**config.mk**
```make
export PLATFORM = sky130hd
export DESIGN_NAME = multi_ch_timer
export DESIGN_NICKNAME = d
export VERILOG_FILES = /design/src/rtl/multi_ch_timer.sv
export SDC_FILE = /design/constraint.sdc
export NUM_CORES = 1
export LEC_CHECK = 0
export BUFFER_PORTS_ARGS = -buffer_cell sky130_fd_sc_hd__buf_2
export CAP_MARGIN = 40
export CORE_MARGIN = 2
export CORE_UTILIZATION = 35
export CTS_CLUSTER_DIAMETER = 40
export DETAILED_ROUTE_END_ITERATION = 10
export GPL_ROUTABILITY_DRIVEN = 0
export PLACE_DENSITY = 0.53
export RECOVER_POWER = 25
export SYNTH_ARGS = -nofsm -noshare
export SYNTH_HDL_FRONTEND = slang
export SYNTH_SLANG_ARGS = --single-unit
```
**constraint.sdc**
```tcl
create_clock -name clk -period 2.85 [get_ports clk]
set_clock_uncertainty 0.05 [all_clocks]
set_input_delay 0.285 -clock clk [delete_from_list [all_inputs] [get_ports clk]]
set_output_delay 0.285 -clock clk [all_outputs]
set_load 0.03 [all_outputs]
```
**src/rtl/multi_ch_timer.sv**
```systemverilog
// Multi-channel periodic enable timer: cold-boot delay, then NUM_CH outputs sharing a shadowed period/high time.
// Optional build macro MULTI_CH_TIMER_PHASE_EN staggers channel start counts by PHASE_STEP.
module multi_ch_timer #(
  parameter int unsigned NUM_CH           = 4,
  parameter int unsigned CNT_W            = 8,
  parameter int unsigned COLD_BOOT_CYCLE  = 20,
  parameter int unsigned FULL_CYCLE       = 23,
  parameter int unsigned OUTPUT_UP_PERIOD = 16,
  parameter int unsigned PHASE_STEP       = 6
) (
  input  logic              clk,
  input  logic              rst,
  input  logic              en,
  input  logic              cfg_we,
  input  logic              cfg_addr,
  input  logic [CNT_W-1:0]  cfg_wdata,
  output logic [NUM_CH-1:0] o,
  output logic [CNT_W-1:0]  cnt0,
  output logic              wrap,
  output logic              counting
);

  localparam int unsigned COLD_W = $clog2(COLD_BOOT_CYCLE + 1);

`ifdef MULTI_CH_TIMER_PHASE_EN
  localparam int unsigned PHASE_STEP_EFF = PHASE_STEP;
`else
  // Phasing disabled: every channel starts at 0, so all outputs match channel 0.
  localparam int unsigned PHASE_STEP_EFF = PHASE_STEP * 0;
`endif

  localparam logic [0:0] S_COLD_BOOT = 1'b0;
  localparam logic [0:0] S_COUNT     = 1'b1;

  logic [0:0]        state_q, state_d;
  logic [COLD_W-1:0] cold_cnt_q, cold_cnt_d;
  logic [CNT_W-1:0]  cnt_q [NUM_CH];
  logic [CNT_W-1:0]  cnt_d [NUM_CH];
  logic [CNT_W-1:0]  period_sh_q, period_sh_d;
  logic [CNT_W-1:0]  high_sh_q, high_sh_d;
  logic [CNT_W-1:0]  period_act_q, period_act_d;
  logic [CNT_W-1:0]  high_act_q, high_act_d;
  logic              in_count;
  logic              wrap_int;

  // Start count for channel k; offsets beyond the active period fall back to 0.
  function automatic logic [CNT_W-1:0] start_val(input int unsigned k, input logic [CNT_W-1:0] per);
    int unsigned ofs;
    ofs = k * PHASE_STEP_EFF;
    if (ofs > 32'(per)) return '0;
    return CNT_W'(ofs);
  endfunction

  assign in_count = (state_q == S_COUNT);
  assign wrap_int = in_count && (cnt_q[0] == period_act_q);

  // Next state, cold-boot counter and per-channel counts.
  always_comb begin
    state_d    = state_q;
    cold_cnt_d = cold_cnt_q;
    for (int k = 0; k < NUM_CH; k++) cnt_d[k] = cnt_q[k];
    if (!en) begin
      state_d    = S_COLD_BOOT;
      cold_cnt_d = '0;
      for (int k = 0; k < NUM_CH; k++) cnt_d[k] = '0;
    end else if (state_q == S_COLD_BOOT) begin
      if (cold_cnt_q == COLD_W'(COLD_BOOT_CYCLE)) begin
        state_d    = S_COUNT;
        cold_cnt_d = '0;
        for (int k = 0; k < NUM_CH; k++) cnt_d[k] = start_val(k, period_act_q);
      end else begin
        cold_cnt_d = cold_cnt_q + COLD_W'(1);
      end
    end else begin
      // >= keeps a phased channel bounded if a shorter period lands while it is past the new end.
      for (int k = 0; k < NUM_CH; k++)
        cnt_d[k] = (cnt_q[k] >= period_act_q) ? '0 : cnt_q[k] + CNT_W'(1);
    end
  end

  // Shadow writes; active copies shadows throughout cold boot and on channel-0 wrap.
  always_comb begin
    period_sh_d  = period_sh_q;
    high_sh_d    = high_sh_q;
    period_act_d = period_act_q;
    high_act_d   = high_act_q;
    if (cfg_we && !cfg_addr) period_sh_d = cfg_wdata;
    if (cfg_we &&  cfg_addr) high_sh_d   = cfg_wdata;
    if (!in_count || wrap_int) begin
      period_act_d = period_sh_q;
      high_act_d   = high_sh_q;
    end
  end

  always_ff @(posedge clk) begin
    if (rst) begin
      state_q      <= S_COLD_BOOT;
      cold_cnt_q   <= '0;
      for (int k = 0; k < NUM_CH; k++) cnt_q[k] <= '0;
      period_sh_q  <= CNT_W'(FULL_CYCLE);
      high_sh_q    <= CNT_W'(OUTPUT_UP_PERIOD);
      period_act_q <= CNT_W'(FULL_CYCLE);
      high_act_q   <= CNT_W'(OUTPUT_UP_PERIOD);
    end else begin
      state_q      <= state_d;
      cold_cnt_q   <= cold_cnt_d;
      for (int k = 0; k < NUM_CH; k++) cnt_q[k] <= cnt_d[k];
      period_sh_q  <= period_sh_d;
      high_sh_q    <= high_sh_d;
      period_act_q <= period_act_d;
      high_act_q   <= high_act_d;
    end
  end

  always_comb begin
    o = '0;
    for (int k = 0; k < NUM_CH; k++) o[k] = in_count && (cnt_q[k] < high_act_q);
  end

  assign cnt0     = cnt_q[0];
  assign wrap     = wrap_int;
  assign counting = in_count;

endmodule
```
==> results of run 1 <==
[cells by family after synthesis]
group           after synthesis  synth area share, %
simple gates                150                 16.9
compound gates              126                 20.9
flops                        70                 32.6
fa+ha+maj                    66                 19.2
buf+inv                      47                 5.24
mux                          15                 3.49
xor+xnor                      8                 1.63
[per-stage QoR]
step                hold slack (ps)  area (sq um)
CTS                             131          4800
detailed placement              401          4550
finish                          139          4790
global placement                399          4540
global route                    164          4790
floorplan                       363          4300
[power breakdown]
| part | total (W) | internal (W) | switching (W) | leakage, nW |
|---|---|---|---|---|
| Combinational | 0.000130 | 0.0000463 | 0.0000839 | 1.41 |
| Sequential | 0.00101 | 0.000999 | 0.0000113 | 0.568 |
| Clock | 0.000998 | 0.000600 | 0.000399 | 0.128 |
| Total | 0.00214 | 0.00164 | 0.000494 | 2.10 |
[flip-flops by register name, summed over array words and instances, names as in the netlist]
signal and cells:
high_sh_q 8, high_act_q 8, period_sh_q 8, counting 1
cold_cnt_q 5, period_act_q 8, cnt_q 32
[cell usage after synthesis (5+ instances only)]
cell and number:
a21o_1 11, a21oi_1 38, a22o_1 8, a31oi_1 17, and3_1 10, clkbuf_1 6, dfxtp_1 70, ha_1 66
inv_1 30, mux2i_1 15, nand2_1 34, nand2b_1 12, nand3_1 29, nand4_1 5, nor2_1 44, o211ai_1 5
o21ai_0 14, o21ai_1 5
[layout make-up]
cell class / instances / share of cell area, %
multi-input combinational: 365 / 55.8
sequential: 70 / 29.3
clock buffer: 12 / 5.14
tap: 147 / 3.84
timing repair buffer: 32 / 3.37
inverter: 30 / 2.35
clock inverter: 2 / 0.209
[worst min-delay path, cell delays in order]
cell and delay [ps]:
buf_2 90, mux2i_1 60, nand2_1 60
[metal layers]
metal | vias up | part of all wire [%]
met5 | - | 0
met4 | 0 | 2.3
met1 | 1607 | 49
met2 | 56 | 45
li1 | 1793 | -
met3 | 17 | 3.6
[how the worst min path moves through the flow]
stage / start / to / slack, ps / depth (start not counted)
4_1_cts: cfg_wdata[1] / period_sh_q[1]$_SDFFE_PP1P_ / 130 / 3
3_5_place_dp: high_sh_q[0]$_SDFFE_PP0P_ / high_sh_q[0]$_SDFFE_PP0P_ / 400 / 2
6_report: cfg_wdata[1] / period_sh_q[1]$_SDFFE_PP1P_ / 140 / 3
2_1_floorplan: cfg_wdata[0] / period_sh_q[0]$_SDFFE_PP1P_ / 360 / 2
3_3_place_gp: high_sh_q[0]$_SDFFE_PP0P_ / high_sh_q[0]$_SDFFE_PP0P_ / 400 / 2
5_1_grt: cfg_wdata[2] / period_sh_q[2]$_SDFFE_PP1P_ / 160 / 3
==> results.sh, run 1 <==
export IMPL_post_route_util_pct=39.9
export IMPL_rows=40
export IMPL_status="finished clean"
export IMPL_slew_violations=0
export IMPL_cp_endpoint="o[2]"
export IMPL_multiInputGateArea_sq_um=2680
export IMPL_cp_slowest_cell="ha_1"
export IMPL_setup_violations_final=0
export IMPL_timing_rr_start="cnt_q[0][2]$_SDFFE_PP0P_"
export IMPL_worstPathCellList="inv_1 > ha_1 > a21o_1 > a21oi_1 > o21ai_0 > a31oi_1 > buf_2"
export IMPL_finalHoldViolations=0
export IMPL_gr_total_overflow=0
export IMPL_ys_seq_area_share_pct=32.6
export IMPL_finalCritPeriodShare_pct=87.7
export IMPL_rsz0062_at_grt="false"
export IMPL_worst_path_stages=7
export IMPL_yosysTopAreaCell="dfxtp_1"
export IMPL_crit_family="compound AO/OA/AOI/OAI gates"
export IMPL_track_usage_pct=16.8
export IMPL_vias=3473
export IMPL_drv_cap=0
export IMPL_insertion_delay_ps=330
export IMPL_synth_cells=482
export IMPL_regArea_sq_um=1400
export IMPL_port_buffers=26
export IMPL_setup_tns_ps=0
export IMPL_grt_util_met1_pct=22.4
export IMPL_wl_per_cell_um=16.0
export IMPL_busiest_layer="met2"
export IMPL_via_per_inst=5.28
export IMPL_num_fill_cells=1223
export IMPL_min_path_type="in2reg"
export IMPL_fp_dieArea_sq_um=13200
export IMPL_place_worst_setup_slack_ps=606
export IMPL_syn_nets=561
export IMPL_synth_edf_count=0
export IMPL_grt_max_degree=31
export IMPL_cts_root_buf="clkbuf_16"
export IMPL_critical_path_max_stage_delay_ps=300
export IMPL_final_cell_mix="dfxtp_1 (70), ha_1 (66), nor2_1 (44)"
export IMPL_die_h_um=115
export IMPL_max_vdd_ir_drop_mv=0.298
export IMPL_cts_htree_levels=3
export IMPL_nets=587
export IMPL_boundaryPins=27
export IMPL_r2r_cells=6
export IMPL_arrival_ps=2160
export IMPL_end_kind="output pin"
export IMPL_yosys_top_cells_area="dfxtp_1 (33%), ha_1 (19%), a21oi_1 (4.4%)"
export IMPL_clockBufferDepth=2
export IMPL_antennaDiodeCount=0
export IMPL_core_area_sq_um=12000
export IMPL_cts_resized=0
export IMPL_fmax_mhz=400
export IMPL_area_growth_pct=11.5
export IMPL_ff2ff_setup_slack_ps=560
export IMPL_startpoint="high_act_q[1]$_SDFFE_PP0P_"
export IMPL_antenna_found_initial=0
export IMPL_use_met3_pct=3.69
export IMPL_total_power_w=0.00214
export IMPL_synth_seq_cells=70
export IMPL_synth_top_area_share_pct=32.6
export IMPL_slew_headroom_pct=42.6
export IMPL_final_common_cell="dfxtp_1"
export IMPL_use_met2_pct=26.9
export IMPL_fin_ws_ps=351
export IMPL_cp_max_fo=5
export IMPL_ys_warn_count=0
export IMPL_drc=0
export IMPL_grt_pass1_wl_mm=17.0
export IMPL_post_cts_buffers=0
export IMPL_startpoint_type="flop"
export IMPL_cts_tree="yes"
export IMPL_worstSetupPathType="reg2out"
export IMPL_grt_pass1_vias=3295
export IMPL_syn_avg_cell_area_sq_um=8.92
export IMPL_fin_cells=658
export IMPL_die_width_um=115
export IMPL_path_buf_inv=2
export IMPL_syn_area_sq_um=4300
export IMPL_ctsHoldBuffers=0
export IMPL_pwr_density_cell_nw_per_um2=446
export IMPL_dpl_cell_count=644
export IMPL_cts_sinks=70
export IMPL_initial_core_util_pct=35.8
export IMPL_cp_data_required_time_ps=2520
export IMPL_rr_endpoint="cnt_q[0][5]$_SDFFE_PP0P_"
export IMPL_drtIter0Drc=156
export IMPL_synth_cell_types=55
export IMPL_tightestPinTransition_ps=862
export IMPL_p_leak_nw=2.10
export IMPL_async_reset_ff_share_pct=0
export IMPL_cts_made_buffers=9
export IMPL_ant_nets=0
export IMPL_layout_drive_gt1_share_pct=10.6
export IMPL_routed_wl_mm=10.6
export IMPL_timing_final_crit_period_ps=2500
export IMPL_clk_pin_slew_worst_paths_ps=50
export IMPL_synth_ff_type="dfxtp_1"
export IMPL_hpwl_mm=7.86
export IMPL_first_pass_iters=4
Power figures use the tool's default switching activity.
==> run 2: changes to the inputs <==
- CORE_ASPECT_RATIO: default -> 0.9
==> run 2 against run 1 <==
Global-route usage rose by 1.0 points. Core utilization grew 0.19 points. Critical path depth down 3. First-iteration DRC count increased by 8.3%. Combinational power is essentially flat. Clock-buffer cell count is 1 lower. Largest cell class unchanged. Via count increased by 0.35%. Wire length up 2.8%.
==> results.sh, run 2 (same netlist as run 1, synthesis figures left out) <==
export IMPL_antennaDiodeCount=0
export IMPL_fp_dieArea_sq_um=13200
export IMPL_track_usage_pct=17.8
export IMPL_p_leak_nw=2.10
export IMPL_die_width_um=121
export IMPL_cts_sinks=70
export IMPL_cts_root_buf="clkbuf_16"
export IMPL_final_area_sq_um=4820
export IMPL_vias=3485
export IMPL_final_cell_mix="dfxtp_1 (70), ha_1 (66), nor2_1 (44)"
export IMPL_postPlaceCellArea_sq_um=4560
export IMPL_wl_per_cell_um=16.1
export IMPL_max_vdd_ir_drop_mv=0.256
export IMPL_nets=586
export IMPL_setup_violations_final=0
export IMPL_ant_nets=0
export IMPL_arrival_ps=2200
export IMPL_cp_data_required_time_ps=2520
export IMPL_tightestPinTransition_ps=674
export IMPL_routed_wl_mm=10.8
export IMPL_cts_made_buffers=9
export IMPL_drtIter0Drc=169
export IMPL_final_common_cell="dfxtp_1"
export IMPL_die_h_um=109
export IMPL_grt_pass1_wl_mm=17.8
export IMPL_fin_cells=672
export IMPL_min_path_type="in2reg"
export IMPL_num_fill_cells=1227
export IMPL_status="finished clean"
export IMPL_cp_max_fo=12
export IMPL_fmax_mhz=395
export IMPL_clk_pin_slew_worst_paths_ps=60
export IMPL_antenna_found_initial=0
export IMPL_post_cts_buffers=0
export IMPL_setup_tns_ps=0
export IMPL_startpoint_type="flop"
export IMPL_insertion_delay_ps=340
export IMPL_core_area_sq_um=12000
export IMPL_gr_total_overflow=0
export IMPL_timing_final_crit_period_ps=2530
export IMPL_finalCritPeriodShare_pct=88.8
export IMPL_layout_drive_gt1_share_pct=11.1
export IMPL_ctsHoldBuffers=0
export IMPL_total_power_w=0.00219
export IMPL_via_per_inst=5.19
export IMPL_rsz0062_at_grt="false"
export IMPL_end_kind="output pin"
export IMPL_slew_headroom_pct=55.0
export IMPL_largest_reg_flops=32
export IMPL_hpwl_mm=8.03
export IMPL_largest_register="cnt_q"
export IMPL_clockBufferDepth=2
export IMPL_first_pass_iters=4
export IMPL_whs_ps=134
export IMPL_grt_pass1_vias=3426
export IMPL_dpl_cell_count=656
export IMPL_rows=38
export IMPL_drc=0
export IMPL_drv_cap=0
export IMPL_grt_max_degree=31
export IMPL_port_buffers=26
export IMPL_cts_htree_levels=3
export IMPL_slew_violations=0
export IMPL_cts_tree="yes"
export IMPL_area_growth_pct=12.2
export IMPL_pwr_density_cell_nw_per_um2=455
export IMPL_worstSetupPathType="reg2out"
export IMPL_finalHoldViolations=0
export IMPL_cts_resized=0
export IMPL_initial_core_util_pct=35.7
export IMPL_boundaryPins=27
-- run 2: worst paths after layout --
check                                          startpoint                     endpoint  slack, ps  cells after the start
worst max-delay path                  counting$_SDFF_PP0_                         o[3]        320                      4
worst min-delay path                         cfg_wdata[2]  period_sh_q[2]$_SDFFE_PP1P_        130                      3
worst max register to register   cnt_q[0][0]$_SDFFE_PP0P_     cnt_q[0][5]$_SDFFE_PP0P_        500                      7
worst min register to register  high_sh_q[2]$_SDFFE_PP0P_    high_sh_q[2]$_SDFFE_PP0P_        410                      2
-- run 2: per-stage QoR --
| step | setup slack (ps) | utilization (%) |
|---|---|---|
| final | 319 | 40.1 |
| after CTS | 316 | 40.2 |
| after floorplan | 715 | - |
| after detailed placement | 548 | 37.9 |
| after global placement | 576 | 37.9 |
| after global routing | 205 | 40.1 |
-- run 2: per-layer routing --
layer	global-route usage (%)	vias up	part of all wire, %
li1	-	1802	-
met1	23.3	1624	50
met2	29.0	48	45
met3	4.45	11	3.1
met4	5.65	0	1.4
met5	0	-	0
-- run 2: layout make-up --
class	count	area (sq um)	area share, %
sequential	70	1400	29.1
timing repair buffer	31	155	3.22
multi-input combinational	365	2680	55.5
tap	160	200	4.15
inverter	30	113	2.34
clock buffer	11	243	5.04
clock inverter	5	33.8	0.701
-- run 2: critical path, stage by stage (launching register included) --
cell and delay, ps:
dfxtp_1 730, inv_1 310, a211o_1 290, a31oi_1 260, buf_2 260
-- run 2: power breakdown --
part,switching (W),internal [W]
logic,0.0000861,0.0000472
clock network,0.000438,0.000612
registers,0.0000112,0.000998
==> run 3: changes to the inputs <==
- RECOVER_POWER: 25 -> 100
==> run 3 against run 2 <==
Non-clock buffer count unchanged. Clock power about the same. Sequential power about the same.
==> results.sh, run 3 (same netlist as run 1, synthesis figures left out) <==
export IMPL_cts_root_buf="clkbuf_16"
export IMPL_timing_final_crit_period_ps=2590
export IMPL_num_fill_cells=1241
export IMPL_worstSetupPathType="reg2out"
export IMPL_p_int_w=0.00166
export IMPL_grt_pass1_wl_mm=17.8
export IMPL_drc=0
export IMPL_clk_pin_slew_worst_paths_ps=60
export IMPL_use_met3_pct=4.45
export IMPL_cp_data_required_time_ps=2520
export IMPL_wl_per_cell_um=16.2
export IMPL_setup_tns_ps=0
export IMPL_pwr_density_cell_nw_per_um2=460
export IMPL_boundaryPins=27
export IMPL_cts_tree="yes"
export IMPL_port_buffers=26
export IMPL_routed_wl_mm=10.9
export IMPL_fin_cells=672
export IMPL_busiest_layer="met2"
export IMPL_p_clk_share_pct=48.0
export IMPL_p_leak_nw=2.05
export IMPL_via_per_inst=5.21
export IMPL_switching_share_pct=24.5
export IMPL_antennaDiodeCount=0
export IMPL_finalHoldViolations=0
export IMPL_slew_violations=0
export IMPL_min_path_type="in2reg"
export IMPL_first_pass_iters=5
export IMPL_post_cts_buffers=0
export IMPL_antenna_found_initial=0
export IMPL_rows=38
export IMPL_die_h_um=109
export IMPL_die_width_um=121
export IMPL_largest_reg_flops=32
export IMPL_insertion_delay_ps=340
export IMPL_multiInputGateArea_sq_um=2640
export IMPL_track_usage_pct=17.8
export IMPL_use_met2_pct=29.0
export IMPL_status="finished clean"
export IMPL_largest_register="cnt_q"
export IMPL_grt_pass1_vias=3426
export IMPL_final_common_cell="dfxtp_1"
export IMPL_setup_violations_final=0
export IMPL_area_growth_pct=10.9
export IMPL_p_sw_w=0.000537
export IMPL_hpwl_mm=8.03
export IMPL_fp_dieArea_sq_um=13200
export IMPL_regArea_sq_um=1400
export IMPL_dpl_cell_count=656
export IMPL_grt_max_degree=31
export IMPL_slew_headroom_pct=34.3
export IMPL_ant_nets=0
export IMPL_final_area_sq_um=4760
export IMPL_final_cell_mix="dfxtp_1 (70), ha_1 (66), nor2_1 (44)"
export IMPL_arrival_ps=2250
export IMPL_cts_sinks=70
export IMPL_cts_made_buffers=9
export IMPL_whs_ps=136
export IMPL_nets=586
export IMPL_p_comb_share_pct=6.0
export IMPL_ctsHoldBuffers=0
export IMPL_core_area_sq_um=12000
export IMPL_pwr_share_seq_pct=46.0
export IMPL_postPlaceCellArea_sq_um=4560
export IMPL_vias=3500
export IMPL_layout_drive_gt1_share_pct=7.42
export IMPL_drtIter0Drc=188
export IMPL_post_route_util_pct=39.6
export IMPL_finalCritPeriodShare_pct=90.8
export IMPL_clockBufferDepth=2
export IMPL_cp_max_fo=12
export IMPL_cts_resized=0
export IMPL_grt_util_met1_pct=23.3
export IMPL_rsz0062_at_grt="false"
export IMPL_max_vdd_ir_drop_mv=0.255
export IMPL_cts_htree_levels=3
export IMPL_tightestPinTransition_ps=980
export IMPL_end_kind="output pin"
export IMPL_initial_core_util_pct=35.7
export IMPL_startpoint_type="flop"
export IMPL_fmax_mhz=387
export IMPL_drv_cap=0
export IMPL_gr_total_overflow=0
run 3: cell types whose count changed in the layout (fill, tap and decap cells not counted), sizes merged:
cell,before,now
buf,25,13
clkbuf,17,29
run 3: through the flow:
stage,worst slack [ps],total power (W)
after floorplan,715,0.00112
after global placement,576,0.00116
after detailed placement,548,0.00117
after CTS,316,0.00222
after global routing,146,0.00228
final,264,0.00219
run 3: per-layer routing:
layer | part of all wire, % | vias to the layer above
li1 | - | 1801
met1 | 50 | 1634
met2 | 45 | 54
met4 | 1.3 | 0
met5 | 0 | -
met3 | 3.3 | 11
run 3: worst max-delay path, stage by stage (launching register included):
cell and delay, ps:
dfxtp_1 690, inv_1 300, a211o_1 280, a31oi_1 270
clkbuf_1 350
run 3: area by class of cell:
class / count / share of cell area (%)
clock buffers: 11 / 5.09
flip-flops and latches: 70 / 29.4
clock inverters: 5 / 0.709
repair buffers: 31 / 2.91
well taps: 160 / 4.20
multi-input cells: 365 / 55.3
inverters: 30 / 2.36
run 3: path summary, 6_finish.rpt:
check / startpoint / end / slack [ps] / depth (start not counted)
hold reg to reg: high_sh_q[2]$_SDFFE_PP0P_ / high_sh_q[2]$_SDFFE_PP0P_ / 410 / 2
setup / recovery: counting$_SDFF_PP0_ / o[3] / 260 / 4
setup reg to reg: cnt_q[1][0]$_SDFFE_PP0P_ / cnt_q[1][2]$_SDFFE_PP0P_ / 350 / 7
hold / removal: cfg_wdata[0] / period_sh_q[0]$_SDFFE_PP1P_ / 140 / 3
run 3: power groups by stage:
stage,Combinational [W],Clock [W],Sequential (W)
floorplan,0.0000951,0,0.00103
detailed placement,0.000135,0,0.00103
CTS,0.000136,0.00108,0.00101
global placement,0.000131,0,0.00103
finish,0.000132,0.00105,0.00101
global route,0.000149,0.00112,0.00101
